--- src/rtl/adc_ro_framer.sv ---
// adc_ro_framer: packs ADC samples two per word behind a header word and writes them to an Avalon-MM FIFO port.
// Optional build macro TEST_PATTERN_EN adds test_mode, which swaps adc_data for an internal sample counter.
module adc_ro_framer #(
   parameter int ADC_W = 12,
   parameter int FRAME_WORDS = 8,
   parameter logic [3:0] CH_ID = 4'd0,
   parameter int BUF_DEPTH = 16
) (
   input  logic             clk_clk,
   input  logic             reset_reset,
   input  logic             enable,
`ifdef TEST_PATTERN_EN
   input  logic             test_mode,
`endif
   input  logic [ADC_W-1:0] adc_data,
   input  logic             adc_valid,
   output logic [31:0]      fifo_writedata,
   output logic             fifo_write,
   input  logic             fifo_waitrequest,
   output logic [15:0]      overflow_count,
   output logic             frame_busy
);
   localparam int AW = $clog2(BUF_DEPTH);
   localparam int CW = AW + 1;
   localparam int WW = $clog2(FRAME_WORDS + 1);
   typedef enum logic {IDLE, HDR_DONE} state_t;
   state_t state, state_nx;
   logic [ADC_W-1:0] sample, lo;
   logic half, drop;
   logic [WW-1:0] wcnt;
   logic [15:0] seq;
   logic [31:0] mem [BUF_DEPTH];
   logic [AW-1:0] wp, rp;
   logic [CW-1:0] cnt;
   logic push_hdr, push_dat, push, pop, accept;
   logic [31:0] push_word;
`ifdef TEST_PATTERN_EN
   logic [ADC_W-1:0] tp;
   assign sample = test_mode ? tp : adc_data;
   // pattern counter steps on every strobe and wraps naturally
   always_ff @(posedge clk_clk)
      if (reset_reset) tp <= '0;
      else if (adc_valid) tp <= tp + 1'b1;
`else
   assign sample = adc_data;
`endif
   assign frame_busy = state != IDLE;
   assign push = push_hdr | push_dat;
   assign push_word = push_hdr ? {8'hA5, CH_ID, drop, 3'b000, seq} : {16'(sample), 16'(lo)};
   assign pop = (cnt != '0) && (!fifo_write || !fifo_waitrequest);
   assign accept = push && (!cnt[AW] || pop);
   // frame state register
   always_ff @(posedge clk_clk)
      if (reset_reset) state <= IDLE;
      else state <= state_nx;
   // header on the first sample of a frame, data word on every second sample after it
   always_comb begin
      state_nx = state;
      push_hdr = 1'b0;
      push_dat = 1'b0;
      if (state == IDLE) begin
         push_hdr = adc_valid && enable;
         state_nx = push_hdr ? HDR_DONE : IDLE;
      end else if (adc_valid && half) begin
         push_dat = 1'b1;
         state_nx = (wcnt == WW'(FRAME_WORDS - 1)) ? IDLE : HDR_DONE;
      end
   end
   // sample pairing, word count, sequence number, drop flag and overflow counter
   always_ff @(posedge clk_clk)
      if (reset_reset) begin
         lo <= '0;
         half <= 1'b0;
         wcnt <= '0;
         seq <= '0;
         drop <= 1'b0;
         overflow_count <= '0;
      end else begin
         if (push_hdr) begin
            lo <= sample;
            half <= 1'b1;
            wcnt <= '0;
            seq <= seq + 1'b1;
         end else if (state == HDR_DONE && adc_valid) begin
            if (half) wcnt <= wcnt + 1'b1;
            else lo <= sample;
            half <= ~half;
         end
         if (push_hdr && accept) drop <= 1'b0;
         else if (push && !accept) drop <= 1'b1;
         if (push && !accept && overflow_count != 16'hFFFF) overflow_count <= overflow_count + 1'b1;
      end
   // buffer storage, no reset needed since pointers define the contents
   always_ff @(posedge clk_clk)
      if (accept) mem[wp] <= push_word;
   // buffer pointers and registered Avalon write stage, refilled as a transfer completes
   always_ff @(posedge clk_clk)
      if (reset_reset) begin
         wp <= '0;
         rp <= '0;
         cnt <= '0;
         fifo_write <= 1'b0;
         fifo_writedata <= '0;
      end else begin
         if (accept) wp <= wp + 1'b1;
         if (pop) begin
            rp <= rp + 1'b1;
            fifo_writedata <= mem[rp];
            fifo_write <= 1'b1;
         end else if (!fifo_waitrequest) fifo_write <= 1'b0;
         cnt <= cnt + CW'(accept) - CW'(pop);
      end
endmodule

--- config.mk ---
export PLATFORM = sky130hd
export DESIGN_NAME = adc_ro_framer
export DESIGN_NICKNAME = d
export VERILOG_FILES = /design/src/rtl/adc_ro_framer.sv
export SDC_FILE = /design/constraint.sdc
export NUM_CORES = 1
export LEC_CHECK = 0
export CELL_PAD_IN_SITES_DETAIL_PLACEMENT = 0
export CELL_PAD_IN_SITES_GLOBAL_PLACEMENT = 1
export CORE_AREA = 2 2 302 304
export DETAILED_ROUTE_END_ITERATION = 16
export DIE_AREA = 0 0 304 306
export MAX_ROUTING_LAYER = met4
export PLACE_DENSITY_LB_ADDON = 0.1
export SLEW_MARGIN = 20
export SYNTH_ARGS = -nofsm -noshare
export SYNTH_HDL_FRONTEND = slang
export SYNTH_SLANG_ARGS = --single-unit
--- constraint.sdc ---
create_clock -name clk_clk -period 4.9 [get_ports clk_clk]
set_input_delay 0.735 -clock clk_clk [delete_from_list [all_inputs] [get_ports clk_clk]]
set_output_delay 0.735 -clock clk_clk [all_outputs]
set_load 0.05 [all_outputs]
==> run summary <==
Outcome: finished, final reports clean
Avg WL per Cell: 24.8 µm
Clk Latency, worst-skew pair: 0.61 ns
Number of port buffers: 64
Vias after detailed routing: 11,680
Largest delay share family, worst path: buffers and inverters
Leakage: 0.00832 µW
Unique masters post-synth: 62
Max-slew violation count: 0
Slowest stage delay, CP: 0.73 ns
TritonRoute pass-1 iters: 5
Min-delay worst type: flop to flop
Slew margin rel.: 38.2%
Nets@finish: 1,368
Vias in the first global route: 12,400
Final core utilization: 29.6%
Fin worst setup slack: 1.88 ns
CP Capture Type: flop
Setup bufs post-CTS: 0
Worst path bufs/invs: 4
Max Buffers Root-to-Sink: 3
Final ANT Viol Nets: 0
Vias/cell: 4.55
CTS tree: built
Area grow syn2layout: 19.0%
Setup TNS: 0 ns
H-tree Lvls: 3
Clock skew: 0.0234 ns
Root Buffer: clkbuf_16
Post-Syn Instances: 1,237
# rows: 110
FF+latch count, synth: 558
Largest net degree at the start of global routing: 44
Fmax: 0.331 GHz
Total gr overflow: 0
Post-Syn Area per Cell: 18.0 µm²
All-layer global routing usage: 14.2%
Startpoint Class: input pin
Top cells by area, synth: edfxtp_1, mux4_2, dfxtp_1, a2111oi_2, nor4_2
Core area: 89,600 µm²
Worst path required time: 5.35 ns
Critical path arrival: 3.47 ns
CTS hold repair buffers: 0
Period Utilization, post-route: 61.6%
Most frequent cell after synthesis: edfxtp_1
Initial antenna violation count: 2
CTS Sinks: 558
Ys async rst share: 0%
Worst IR Drop VDD: 0.215 mV
Drt total wl: 63,600 µm
Die W: 304 µm
Share of cells above drive strength 1: 24.3%
Final Hold Viols: 0
Worst-path cell chain: clkdlybuf4s50_1 -> and3_1 -> inv_2 -> ha_1 -> inv_1 -> ha_1 -> inv_1 -> fa_1 -> nor2b_1 -> o21bai_1 -> a21oi_1 -> nor3b_1
Worst-path clk slew: 0.06 ns
Top cells by count, synth: edfxtp_1, mux4_2, dfxtp_1
Initial core utilization: 24.9%
Post-synth top area share: 62.6%
# IOs: 67
Ant diodes: 0
Gpl congestion: 0.711
Primary FF master, synth: edfxtp_1
RSZ-0062 raised after global routing: false
# DRC: 0
1st-iter DRT viols: 860
Minimum clock period: 3.02 ns
Global-route wire length before repair: 92,600 µm
Seq/Total Area, Yosys: 71.0%
Synth warn: 0
CTS resizes: 0
Crit Path Max Fanout: 12
Final setup viols: 0
Synth Cell Area: 22,300 µm²
PD cells: 515 nW/µm²
Num CTS Buffers: 67
Die Y: 306 µm
Pre-CTS setup slack: 1.30 ns
Slowest cell on the critical path: clkdlybuf4s50_1
Leading area contributor after synthesis: edfxtp_1
Max-cap check violation count: 0
HPWL after DPL: 38,100 µm
Die area: 93,000 µm²
Post-synth EDFFs: 464
Tightest Pin Transition: 0.926 ns
Crit Path Class: input pin to flop
## power by group
group	total, µW	internal (µW)	switching, µW
combinational	3260	1340	1920
clock	4750	2740	2010
sequential	5630	5340	296
total	13600	9420	4230
## flip-flops by register name (all words and copies together) (netlist names)
name	cells
half	1
mem	464
seq	16
fifo_writedata	29
rp	4
cnt	5
frame_busy	1
lo	12
overflow_count	16
drop	1
fifo_write	1
wp	4
wcnt	4
## per-stage QoR
stage	cell area, µm²	instances	total power (µW)	hold slack [ns]
2_1_floorplan	22300	1238	8030	0.437
3_3_place_gp	24400	2441	9100	0.474
3_5_place_dp	24400	2443	9080	0.481
4_1_cts	26500	2566	13900	0.491
5_1_grt	26500	2566	14300	0.521
6_report	26500	2566	13600	0.488
## worst reg2reg max path: stages, from the launching register on
cell	delay, ns
dfxtp_4	0.94
buf_4	0.38
mux4_2	0.54
nor2b_1	0.16
a2111oi_2	0.66
nor4_2	0.12
## final timing paths
check,to,slack (ns),cells past startpoint,startpoint
max reg2reg,fifo_writedata[21]$_SDFFE_PP0P_,1.97,5,rp[0]$_SDFFE_PP0P_
max,cnt[4]$_SDFF_PP0_,1.88,12,adc_valid
min,seq[14]$_SDFFE_PP0P_,0.49,2,seq[14]$_SDFFE_PP0P_
min reg2reg,seq[14]$_SDFFE_PP0P_,0.49,2,seq[14]$_SDFFE_PP0P_
## area by class of cell
class                   count  area, µm²
clock buffers              89       1820
well taps                1176       1470
multi-input cells         584       6040
flip-flops and latches    558      15800
clock inverters            34        250
repair buffers            106       1030
fillers                  8743      63100
inverters                  19       71.3
## logic make-up (layout without fill, tap and decap cells)
| kind of cell | count (synthesis) | count (layout) | share of synthesized area (%) |
|---|---|---|---|
| flip-flops | 558 | 558 | 71.0 |
| AND/OR/NAND/NOR | 301 | 301 | 7.80 |
| multiplexers | 134 | 134 | 12.6 |
| AO/OA/AOI/OAI | 113 | 113 | 4.61 |
| buffers and inverters | 96 | 248 | 2.38 |
| XOR/XNOR | 19 | 19 | 0.747 |
| adder cells (fa/ha/maj) | 15 | 15 | 0.876 |
| other | 1 | 2 | 0.0168 |
## cell usage in the layout (no fill, tap or decap), types with 13 or more instances in the layout
master,Yosys,routed
clkinv_2,0,14
clkbuf_16,0,68
nand4_1,14,14
edfxtp_1,464,464
nand3_1,15,15
mux4_2,116,116
o22ai_1,29,29
a21oi_1,26,26
clkbuf_1,32,17
ha_1,14,14
mux2i_1,13,13
inv_1,16,16
dfxtp_1,94,90
a2111oi_2,22,22
buf_4,15,38
nor4_2,26,26
nor2_1,76,64
clkdlybuf4s50_1,0,63
nand2_1,57,57
nor2b_1,38,38
## per-layer routing
metal	wire (µm)	vias to the layer above	share of wire [%]	track usage, %
met3	2390	91	3.8	2.41
met5	0	-	0	-
li1	-	5156	-	-
met1	31000	6220	49	19.8
met2	28900	213	45	21.3
met4	1360	0	2.1	4.21
Power figures use the tool's default switching activity.
